--- src/rtl/wave_sample_scheduler.sv ---
// -----------------------------------------------------------------------------
// wave_sample_scheduler
//
// Sample-rate scheduler and mixer for the waveform generator. A divider turns
// clk_in into a one-cycle sample strobe (tick). On each tick in IDLE the block
// latches the channel enable mask, fetches one sample from every enabled
// channel through a single shared req/ack read port, sums the samples, and
// offers the mix downstream on a valid/ready handshake.
//
// Parameters:
//   DIV     clk_in cycles per sample strobe (2..65535), default 250 (48 kHz @ 12 MHz)
//   NUM_CH  number of waveform channels (1..8)
//   SW      sample width, signed two's complement
//
// Ports:
//   clk_in     in   system clock
//   reset_n    in   asynchronous active-low reset
//   ch_en      in   channel enable mask, captured at the frame-start tick
//   gen_req    out  fetch request to the shared generator read port
//   gen_ch     out  channel index of the current fetch
//   gen_ack    in   generator has placed gen_data for gen_ch
//   gen_data   in   signed sample, valid while gen_ack=1
//   out_data   out  mixed sample (0 when out_valid=0)
//   out_valid  out  out_data is valid; held until accepted
//   out_ready  in   downstream accepts out_data
//   tick       out  one-cycle sample strobe
//   busy       out  a frame is in progress
//   overrun    out  sticky: a tick arrived while busy (cleared only by reset)
//
// Build option:
//   WAVE_MIX_SAT_EN  when defined, the sum is clamped to the SW-bit signed
//                    range; otherwise it wraps (low SW bits are used).
// -----------------------------------------------------------------------------
module wave_sample_scheduler #(
    parameter int DIV    = 250,
    parameter int NUM_CH = 4,
    parameter int SW     = 16
) (
    input  logic                 clk_in,
    input  logic                 reset_n,
    input  logic [NUM_CH-1:0]    ch_en,
    output logic                 gen_req,
    output logic [2:0]           gen_ch,
    input  logic                 gen_ack,
    input  logic signed [SW-1:0] gen_data,
    output logic signed [SW-1:0] out_data,
    output logic                 out_valid,
    input  logic                 out_ready,
    output logic                 tick,
    output logic                 busy,
    output logic                 overrun
);

    // Three guard bits hold the sum of up to eight full-scale samples.
    localparam int AW = SW + 3;

    typedef enum logic [1:0] {S_IDLE, S_SCAN, S_FETCH, S_OUTPUT} state_t;

    state_t                state_q, state_d;
    logic [15:0]           div_cnt_q;
    logic [3:0]            idx_q;
    logic signed [AW-1:0]  acc_q;
    logic [NUM_CH-1:0]     en_q;
    logic                  scan_hit;
    logic [2:0]            scan_ch;
    logic signed [SW-1:0]  mix;

    // ---------------------------------------------------------------- divider
    assign tick = (div_cnt_q == 16'(DIV - 1));

    // NOTE: sequential state uses non-blocking (<=) so every register samples
    // pre-edge values; blocking here would create order-dependent races.
    always_ff @(posedge clk_in or negedge reset_n) begin
        if (!reset_n) begin
            div_cnt_q <= '0;
        end else if (tick) begin
            div_cnt_q <= '0;
        end else begin
            div_cnt_q <= div_cnt_q + 16'd1;
        end
    end

    // ------------------------------------------------------ channel search
    // Lowest enabled channel at or above idx; iterating downwards lets the
    // last (lowest) match win.
    // NOTE: every output of a combinational block gets a default first so no
    // path leaves it unassigned, which would infer a latch.
    always_comb begin
        scan_hit = 1'b0;
        scan_ch  = '0;
        for (int i = NUM_CH - 1; i >= 0; i--) begin
            if (en_q[i] && (4'(i) >= idx_q)) begin
                scan_hit = 1'b1;
                scan_ch  = 3'(i);
            end
        end
    end

    // ------------------------------------------------------- state register
    always_ff @(posedge clk_in or negedge reset_n) begin
        if (!reset_n) begin
            state_q <= S_IDLE;
        end else begin
            state_q <= state_d;
        end
    end

    // ------------------------------------------------------------ next state
    always_comb begin
        state_d = state_q;
        unique case (state_q)
            S_IDLE:   if (tick)                   state_d = S_SCAN;
            S_SCAN:   state_d = scan_hit ? S_FETCH : S_OUTPUT;
            S_FETCH:  if (gen_ack)                state_d = S_SCAN;
            S_OUTPUT: if (out_valid && out_ready) state_d = S_IDLE;
            default:  state_d = S_IDLE;
        endcase
    end

    // -------------------------------------------------------------- datapath
    always_ff @(posedge clk_in or negedge reset_n) begin
        if (!reset_n) begin
            en_q    <= '0;
            acc_q   <= '0;
            idx_q   <= '0;
            gen_ch  <= '0;
            overrun <= 1'b0;
        end else begin
            // A tick outside IDLE is dropped and recorded.
            if (tick && (state_q != S_IDLE)) begin
                overrun <= 1'b1;
            end
            unique case (state_q)
                S_IDLE: begin
                    if (tick) begin
                        en_q  <= ch_en;
                        acc_q <= '0;
                        idx_q <= '0;
                    end
                end
                S_SCAN: begin
                    if (scan_hit) begin
                        gen_ch <= scan_ch;
                    end
                end
                S_FETCH: begin
                    if (gen_ack) begin
                        acc_q <= acc_q + {{3{gen_data[SW-1]}}, gen_data};
                        idx_q <= {1'b0, gen_ch} + 4'd1;
                    end
                end
                default: ;
            endcase
        end
    end

    // --------------------------------------------------------- mix reduction
`ifdef WAVE_MIX_SAT_EN
    // The sum fits in SW bits only when the guard bits all equal its sign.
    always_comb begin
        if (acc_q[AW-1:SW-1] == '0 || acc_q[AW-1:SW-1] == '1) begin
            mix = acc_q[SW-1:0];
        end else if (acc_q[AW-1]) begin
            mix = {1'b1, {(SW-1){1'b0}}};
        end else begin
            mix = {1'b0, {(SW-1){1'b1}}};
        end
    end
`else
    assign mix = acc_q[SW-1:0];
`endif

    // --------------------------------------------------------------- outputs
    always_comb begin
        gen_req   = (state_q == S_FETCH);
        out_valid = (state_q == S_OUTPUT);
        busy      = (state_q != S_IDLE);
        out_data  = (state_q == S_OUTPUT) ? mix : '0;
    end

endmodule

--- config.mk ---
export PLATFORM = sky130hd
export DESIGN_NAME = wave_sample_scheduler
export DESIGN_NICKNAME = d
export VERILOG_FILES = /design/src/rtl/wave_sample_scheduler.sv
export SDC_FILE = /design/constraint.sdc
export NUM_CORES = 1
export LEC_CHECK = 0
export CORE_ASPECT_RATIO = 0.6
export CORE_MARGIN = 8
export CORE_UTILIZATION = 55
export CTS_BUF_LIST = sky130_fd_sc_hd__clkbuf_4
export DETAILED_ROUTE_END_ITERATION = 7
export HOLD_SLACK_MARGIN = 0.06
export PLACE_DENSITY = 0.79
export SYNTH_ARGS = -nofsm -noshare
export SYNTH_HDL_FRONTEND = slang
export SYNTH_SLANG_ARGS = --single-unit
--- constraint.sdc ---
create_clock -name clk_in -period 6.4 [get_ports clk_in]
set_clock_uncertainty 0.15 [all_clocks]
set_input_delay 0.96 -clock clk_in [delete_from_list [all_inputs] [get_ports clk_in]]
set_output_delay 0.96 -clock clk_in [all_outputs]
set_load 0.02 [all_outputs]
==> impl_metrics.toml <==
[min_path]
hold_path.class = "flop to flop"
hold_depth = 1

[critical_path]
cp_max_fo = 10
arrival_ns = 2.57
r2r.worst_path.cells = 6
cp_cell_sequence = "inv_1 -> ha_1 -> nor4b_2 -> nand2_1 -> nor3_2 -> clkdlybuf4s50_1"
crit_required_ns = 5.29
crit_path_start_kind = "flop"
cp.depth = 6
cp.buffers_inverters = 2
crit_path_top_delay_cell = "clkdlybuf4s50_1"
slowest_delay_ns = 0.73
end_kind = "output pin"
path_class = "flop to output pin"
cp_top_family = "simple AND/OR/NAND/NOR gates"

[placement]
hpwl_mm = 5.06
placedCellCount = 394
port_buffers = 46
place.gp.congestion = 0.862

[final_layout]
final_layout_size_suffix_gt1_share_pct = 7.44
layoutNonFillerInstCount = 402
final_util_pct = 67.6
mostFrequentLayoutCell = "clkdlybuf4s50_1"
layout_common_cells = "clkdlybuf4s50_1, dfrtp_1, nand2_1, o21ai_0"
fin_nets = 378
antenna-diode-count = 0
syn_to_final_growth_pct = 20.4
n_fill_cell = 398

[routing]
wl_mm = 6.65
dr_wl_met2_mm = 2.68
antenna_left = 0
wire_per_inst_um = 16.5
via_per_inst = 5.67
drc_errors = 0
routed-via-count = 2279
m1WireLength_mm = 3.46
highest_layer = "met4"
drt_pre_antenna_iters = 4
wl_met3_um = 412
drtIter0Drc = 133

[sta]
maxSlewViolCount = 0
setup-tns-final_ns = 0
hold_violations = 0
fin_crit_sh_pct = 57.4
worst_slew_pin_slew_ns = 1.02
post-route-min-period_ns = 3.68
timing.hold.ws_ns = 0.334
relSlewSlack_pct = 31.7
setup_viol_count_final = 0
rsz0062_at_grt = "false"
fmax_mhz = 272

[pwr]
power_density_mw_per_mm2 = 338
vdd_drop_max_v = 0.000195
finalPower_uw = 1140
leakage_uw = 0.00152

[job]
drv_cap = 0

[clock_tree]
postCtsSetupBuffers = 0
hold_buffers = 0
clk_path_buf_depth = 2
cts_tree = "yes"
clock-sinks = 44
htree_levels = 2
clk_pin_slew_worst_paths_ns = 0.13
clockRootBuffer = "clkbuf_4"
cts.repair.resized = 0
cts_buffers = 5
worstSkewPairLatency_ns = 0.36

[die]
die-area_mm2 = 0.00769
rows = 20
die_x_um = 108
initial_core_util_pct = 56.1
io_pins = 48
coreArea_mm2 = 0.00498
die_h_um = 71.2

[global_route]
grt_pass1_wl_mm = 11.1
grt_overflow = 0
grt_max_degree = 45
grt_pass1_vias = 2281
grt_use_total_pct = 18.1
antenna_found_initial = 0

[synthesis]
syn_inst = 290
synth_edf_count = 0
ys_warn_count = 0
syn_nets = 333
synth_cell_types = 56
synth_top_area_share_pct = 39.4
synth-seq-cells = 44
ys_dominant_reg_cell = "dfrtp_1"
ys_async_sr_fraction_pct = 100
netlist_top_cells_area = "dfrtp_1, ha_1, xnor2_1"
syn_area_mm2 = 0.00279
avgSynthCellArea_um2 = 9.63
yosysTopAreaCell = "dfrtp_1"
ys_seq_area_share_pct = 39.4

[outcome]
status = "finished clean"
==> through the flow <==
step                cell area, um^2  setup WS [ns]
finish                         3360           2.72
global route                   3360           2.53
CTS                            3360           2.72
detailed placement             3290           2.97
global placement               3290           3.02
floorplan                      2790           3.54
==> path summary, 6_finish.rpt <==
kind                              startpoint      endpoint  slack [ns]
worst max-delay path            div_cnt_q[1]          tick        2.72
worst min-delay path                 overrun       overrun        0.33
worst max register to register    state_q[0]     acc_q[15]        3.55
worst min register to register       overrun       overrun        0.33
max in group asynchronous            reset_n  div_cnt_q[8]        4.89
min in group asynchronous            reset_n  div_cnt_q[5]        0.59
==> routing by layer <==
layer	vias up	track usage (%)
met5	-	0
met4	0	6.57
met3	11	4.30
met1	1074	25.7
met2	64	25.7
li1	1130	-
==> power breakdown <==
part	total (uW)	switching (uW)	leakage [uW]	internal (uW)
clock	173	92.9	0.0000403	79.9
sequential	409	75.8	0.000577	333
combinational	555	311	0.000906	244
total	1140	480	0.00152	657
==> logic make-up after synthesis <==
group	Yosys count	synth area share [%]
buf+inv	17	2.73
simple gates	111	21.9
flops	44	39.4
mux	8	3.09
fa+ha+maj	19	8.78
other cells	1	0.134
compound gates	67	16.8
xor+xnor	23	7.21
==> worst register-to-register path, stage by stage (launching register included) <==
cell,delay (ns)
dfrtp_1,0.75
nand2b_1,0.34
inv_1,0.14
and2_1,0.25
nor2_2,0.81
o21ai_0,0.24
nand3_1,0.11
==> synth_stat cells (2+ instances only) <==
library cell,instances
a21oi_1,9
and2_1,2
nor3_1,5
o41ai_1,2
nor2_1,18
o211ai_1,2
nand3_1,11
clkbuf_1,5
nand2b_1,5
dfrtp_1,44
nor3b_1,4
a22o_1,2
xor2_1,7
a211oi_2,2
and3_1,18
o21ai_0,19
ha_1,18
a21o_1,2
a211oi_1,3
xnor2_1,16
mux2i_1,3
o21bai_1,4
mux2_2,5
nand2_1,33
o21ai_1,2
inv_1,9
o21a_1,6
o31ai_1,3
nor2b_1,4
==> flip-flops by register name, indices dropped and copies added, names as in the netlist <==
register / cells
idx_q: 3
div_cnt_q: 16
acc_q: 16
gen_ch: 2
en_q: 4
overrun: 1
state_q: 2
==> area by class of cell <==
cell class              count  area (um^2)  share of cell area (%)
multi-input cells         229         1620                    48.0
flip-flops and latches     44         1100                    32.7
repair buffers             46          455                    13.5
well taps                  66         82.6                    2.45
clock buffers               5         37.5                    1.12
clock inverters             3         37.5                    1.12
inverters                   9         33.8                    1.00
Power figures use the tool's default switching activity.
